==> config.mk <==
export PLATFORM = sky130hd
export DESIGN_NAME = sn74123_flat
export DESIGN_NICKNAME = d
export VERILOG_FILES = /design/src/rtl/sn74123_pkg.sv /design/src/rtl/sn74123_if.sv /design/src/rtl/ttl_edge_det.sv /design/src/rtl/sn74123.sv /design/src/flat_wrapper.sv
export SDC_FILE = /design/constraint.sdc
export NUM_CORES = 1
export LEC_CHECK = 0
export ABC_AREA = 1
export ABC_CLOCK_PERIOD_IN_PS = 1150
export CORE_AREA = 2 2 39 41
export DETAILED_ROUTE_END_ITERATION = 10
export DIE_AREA = 0 0 41 43
export PLACE_DENSITY = 0.51
export SLEW_MARGIN = 5
export SYNTH_ARGS = -nofsm -noshare
export SYNTH_HDL_FRONTEND = slang
export SYNTH_SLANG_ARGS = --single-unit
export TNS_END_PERCENT = 20
==> constraint.sdc <==
create_clock -name mclk -period 1.15 [get_ports mclk]
set_clock_uncertainty 0.05 [all_clocks]
set_input_delay 0.345 -clock mclk [delete_from_list [all_inputs] [get_ports mclk]]
set_output_delay 0.345 -clock mclk [all_outputs]
set_load 0.02 [all_outputs]
==> src/rtl/sn74123_pkg.sv <==
// sn74123_pkg
//   Shared types for the SN74123 one-shot model.
//   pulse_state_e is one-hot so that q and q_n each come straight
//   off their own flop: bit 1 is q, bit 0 is q_n.
package sn74123_pkg;

  typedef enum logic [1:0] {
    ST_IDLE  = 2'b01,
    ST_PULSE = 2'b10
  } pulse_state_e;

endpackage : sn74123_pkg

==> src/rtl/sn74123_if.sv <==
// sn74123_if
//   Pin bundle for one SN74123 section.
//   master : drives the trigger pins (a_n, b, clr_n), reads q / q_n
//   slave  : the one-shot itself; reads triggers, drives q / q_n
interface sn74123_if;
  logic a_n;
  logic b;
  logic clr_n;
  logic q;
  logic q_n;

  modport master (output a_n, output b, output clr_n, input q, input q_n);
  modport slave  (input a_n, input b, input clr_n, output q, output q_n);
endinterface : sn74123_if

==> src/rtl/ttl_edge_det.sv <==
// ttl_edge_det
//   One-bit "previous value" register with rise/fall flags, used by the
//   TTL models to turn mclk-sampled pin levels into edge events.
//   Ports:
//     clk  : master clock
//     rst  : synchronous active-high reset
//     d    : current pin level
//     old  : level of d registered on the previous clk edge
//     rise : d is 1 now and was 0 on the previous edge
//     fall : d is 0 now and was 1 on the previous edge
module ttl_edge_det (
  input  logic clk,
  input  logic rst,
  input  logic d,
  output logic old,
  output logic rise,
  output logic fall
);

  // During reset the history is loaded with the live pin value rather than
  // a constant, so a pin already sitting at its active level when reset
  // drops is not mistaken for a fresh edge.
  always_ff @(posedge clk) begin
    if (rst) begin
      old <= d;
    end else begin
      old <= d;
    end
  end

  assign rise = d & ~old;
  assign fall = ~d & old;

endmodule : ttl_edge_det

==> src/rtl/sn74123.sv <==
// sn74123
//   One section of an SN74123 retriggerable monostable, sampled entirely
//   on mclk. The RC width is expressed as PULSE_CYCLES mclk cycles.
//   RETRIG=1 gives 74123 behaviour (retrigger restarts the width),
//   RETRIG=0 gives 74121-style behaviour (triggers ignored mid-pulse).
//   Ports:
//     mclk : master clock, rising edge
//     rst  : synchronous active-high reset
//     bus  : sn74123_if.slave -- a_n, b, clr_n in; registered q, q_n out
module sn74123
  import sn74123_pkg::*;
#(
  parameter int PULSE_CYCLES = 5,
  parameter int RETRIG       = 1
) (
  input  logic        mclk,
  input  logic        rst,
  sn74123_if.slave    bus
);

  generate
    if (PULSE_CYCLES < 1) begin : g_bad_width
      $error("sn74123: PULSE_CYCLES must be at least 1");
    end
  endgenerate

  localparam int CNT_W = (PULSE_CYCLES < 1) ? 1 : $clog2(PULSE_CYCLES + 1);
  localparam logic [CNT_W-1:0] CNT_LOAD = CNT_W'(PULSE_CYCLES - 1);

  pulse_state_e     state, state_nxt;
  logic [CNT_W-1:0] cnt, cnt_nxt;

  logic a_old, a_rise, a_fall;
  logic b_old, b_rise, b_fall;
  logic c_old, c_rise, c_fall;
  logic trig;
  logic accept;

  ttl_edge_det u_det_a (.clk(mclk), .rst(rst), .d(bus.a_n),
                        .old(a_old), .rise(a_rise), .fall(a_fall));
  ttl_edge_det u_det_b (.clk(mclk), .rst(rst), .d(bus.b),
                        .old(b_old), .rise(b_rise), .fall(b_fall));
  ttl_edge_det u_det_c (.clk(mclk), .rst(rst), .d(bus.clr_n),
                        .old(c_old), .rise(c_rise), .fall(c_fall));

  // Every trigger form needs the other two pins at their enabling level,
  // so several simultaneous forms collapse into a single trigger.
  assign trig = (a_fall & bus.b & bus.clr_n)
              | (b_rise & ~bus.a_n & bus.clr_n)
              | (c_rise & ~bus.a_n & bus.b);

  // A trigger landing on the expiry edge (cnt already 0) is always taken,
  // even when not retriggerable, so back-to-back pulses stay seamless.
  assign accept = trig && ((state == ST_IDLE) || (RETRIG != 0) || (cnt == '0));

  // State register: reset kills any pulse in progress on that edge.
  always_ff @(posedge mclk) begin
    if (rst) begin
      state <= ST_IDLE;
      cnt   <= '0;
    end else begin
      state <= state_nxt;
      cnt   <= cnt_nxt;
    end
  end

  // Next state: clear dominates, then trigger, then count-down / expiry.
  always_comb begin
    state_nxt = state;
    cnt_nxt   = cnt;
    if (!bus.clr_n) begin
      state_nxt = ST_IDLE;
      cnt_nxt   = '0;
    end else if (accept) begin
      state_nxt = ST_PULSE;
      cnt_nxt   = CNT_LOAD;
    end else if (state == ST_PULSE) begin
      if (cnt != '0) begin
        cnt_nxt = cnt - CNT_W'(1);
      end else begin
        state_nxt = ST_IDLE;
      end
    end
  end

  // Outputs are the one-hot state flops themselves, so q and q_n are
  // registered, always complementary, and have no path from the inputs.
  always_comb begin
    bus.q   = state[1];
    bus.q_n = state[0];
  end

endmodule : sn74123

==> src/flat_wrapper.sv <==
// flat-port wrapper written by rule: the top's interface ports become plain ports
module sn74123_flat import sn74123_pkg::*;
#(
  parameter int PULSE_CYCLES = 5,
  parameter int RETRIG       = 1
)
  (mclk, rst, bus_a_n, bus_b, bus_clr_n, bus_q, bus_q_n);
  sn74123_if bus_i ();
  input  logic mclk;
  input  logic rst;
  input wire logic [$bits(bus_i.a_n)-1:0] bus_a_n;
  input wire logic [$bits(bus_i.b)-1:0] bus_b;
  input wire logic [$bits(bus_i.clr_n)-1:0] bus_clr_n;
  output wire logic [$bits(bus_i.q)-1:0] bus_q;
  output wire logic [$bits(bus_i.q_n)-1:0] bus_q_n;
  assign bus_i.a_n = bus_a_n;
  assign bus_i.b = bus_b;
  assign bus_i.clr_n = bus_clr_n;
  assign bus_q = bus_i.q;
  assign bus_q_n = bus_i.q_n;
  sn74123 #(.PULSE_CYCLES(PULSE_CYCLES), .RETRIG(RETRIG)) u_core (.mclk(mclk), .rst(rst), .bus(bus_i));
endmodule
==> results.ini <==
[run_status]
outcome = complete, no violations

[setup_path]
reg2reg_depth = 7
worst-endpoint-arrival_ns = 1.20
crit_chain = clkdlybuf4s50_1, nand3_2, o21ai_0, nand2_1
crit_path_end_kind = flop
crit_family = buffers and inverters
slowest_delay_ns = 0.57
cp_slowest_cell = clkdlybuf4s50_1
required_ns = 1.23
crit_fanout = 3
path_depth = 4
crit_buf_inv = 1
cp-start-kind = input pin
critPathKind = input pin to flop

[synthesis]
synth-simple-area-share_pct = 27.0
ys_seq_area_share_pct = 41.2
yosysTopAreaCell = dfxtp_1
synth_top_family_by_area = simple AND/OR/NAND/NOR gates
ys.flop_type = dfxtp_1
synth_top_area_share_pct = 41.2
synthTopCellsByCount = 8 x dfxtp_1, 8 x inv_1, 6 x nand2_1, 4 x nand3_1
syn_inst = 44
netlist_area_um2 = 389
avgSynthCellArea_um2 = 8.84
syn-num-nets = 51
synthMuxAreaShare_pct = 0
yosys_register_bits = 8
synth-adder-area-share_pct = 6.43
yosysUniqueCellTypes = 16
synth_edf_count = 0
synth.area.top_cells = dfxtp_1 41%, nor2_4 8.7%, inv_1 7.7%
synth_xor_area_share_pct = 4.18
synth_compound_area_share_pct = 10.6
ys.warnings.count = 0
ys_async_sr_fraction_pct = 0

[cts]
numCtsBuffers = 3
clk_latency_ns = 0.24
cts.root.buffer_cell = clkbuf_4
cts_max_level = 1
cts_num_sinks = 8
tritoncts = built
clk_pin_slew_ns = 0.05
ctsHoldBuffers = 0
cts.path.max_buffers = 2

[sta]
final.setup.tns_ns = 0
fin_crit_ns = 1.12
rsz0062_at_grt = yes
layout_setup_ws_ns = 0.0331
finalCritPeriodShare_pct = 97.1
fmax_ghz = 0.895
final_max_slew_viol_count = 0
worstMarginPinSlew_ns = 0.203
hold_viol = 0
finalSetupViolations = 0
slew_headroom_pct = 86.4

[place]
place_ws_ns = -0.332
place_area_um2 = 492
portBuffers = 6
place_congestion = 0.661
dp_hpwl_um = 462

[detailed_routing]
drtIter0Drc = 7
drtPass1Iterations = 4
via_per_inst = 4.22
antenna_left = 0
post-route-drc-count = 0
drt_wl_total_um = 594
wl_per_cell_um = 8.25
num_vias = 304

[global_routing]
met2_usage_pct = 11.3
antenna_found_initial = 0
grt_pass1_wl_um = 952
grt_max_degree = 5
met3_usage_pct = 3.14
gr-usage-all-layers_pct = 8.48
grt_pass1_vias = 269
gr-max-usage-layer = met2
grt_overflow = 0
gr-usage-met1_pct = 9.80

[floorplanning]
initial_utilization_pct = 28.1
core_um2 = 1380
die_h_um = 43
dieWidth_um = 41
rows = 14
pin_count = 7
die_area_um2 = 1760

[layout]
synthToLayoutAreaGrowth_pct = 43.4
antenna_cells = 0
final_cell_area_um2 = 558
fill_cells = 154
nets = 65
drive_gt1_share_pct = 46.4

[power]
peakVddDrop_v = 0.000393
power_uw = 548
p_leak_uw = 0.000252
p_per_area_nw_per_um2 = 981

[run]
cap_violations = 0

[hold_path]
hold_path_class = input pin to flop
hold_depth = 1

-- power by group --
group / switching [uW] / internal [uW]
sequential: 3.04 / 286
combinational: 28.2 / 27.4
clock: 84.4 / 119
total: 116 / 432
-- worst register-to-register path, delay by kind of cell, from the launching register on --
| family | cells | cell delay (ns) |
|---|---|---|
| simple gates | 3 | 0.20 |
| fa+ha+maj | 1 | 0.16 |
| flops | 1 | 0.32 |
| xor+xnor | 1 | 0.14 |
| buf+inv | 2 | 0.09 |
-- area by class of cell --
class | count | area, um2 | share of cell area (%)
multi-input cells | 25 | 223 | 39.9
flip-flops and latches | 8 | 164 | 29.4
repair buffers | 9 | 87.6 | 15.7
inverters | 11 | 41.3 | 7.40
clock buffers | 3 | 22.5 | 4.04
well taps | 16 | 20.0 | 3.59
-- per-layer routing --
layer  wire length [um]  part of all wire [%]  vias up
li1                   -                     -      161
met1                292                    49      137
met2                282                    47        6
met3                 20                   3.4        0
met4                  0                     0        0
met5                  0                     0        -
-- layout by cell type, fill, tap and decap left out, drive strengths merged --
cell           count
a21oi              1
a31oi              1
buf                5
clkbuf             3
clkdlybuf4s50      3
dfxtp              8
dlygate4sd2        1
ha                 2
inv               11
nand2              8
nand3              4
nand4              1
nor2               3
nor3               1
o21ai              3
xor2               1
-- repair_timing --
item / in CTS / in global routing
endpoints found under the setup margin: 7 / 6
resized for setup: 13 / 12
pin swaps: 1 / 1
buffers inserted: 0 / 0
-- registers in the layout (all words and copies together) (netlist names) --
name,flops
u_core.cnt,3
u_core.u_det_a.old,1
u_core.state,2
u_core.u_det_c.old,1
u_core.u_det_b.old,1
-- cells by family after synthesis --
kind of cell,after synthesis
and+or+nand+nor,17
buffers and inverters,11
DFF,8
AOI/OAI and AO/OA,5
adders and majority gates,2
xor gates and xnor gates,1
-- per-stage QoR --
stage          hold WS, ns  std cells  utilization (%)
5_1_grt              0.307         72             40.3
3_3_place_gp         0.465         69             35.5
2_1_floorplan        0.323         44                -
6_report             0.313         72             40.3
4_1_cts              0.304         72             37.2
3_5_place_dp         0.454         69             35.5
-- worst paths after layout --
kind	start	endpoint	slack [ns]
worst min-delay path	bus_clr_n	u_core.u_det_c.old	0.31
worst min register to register	u_core.state[1]	u_core.state[1]	0.45
worst max register to register	u_core.cnt[1]	u_core.cnt[0]	0.09
worst max-delay path	bus_b	u_core.state[0]	0.03
Power figures use the tool's default switching activity.
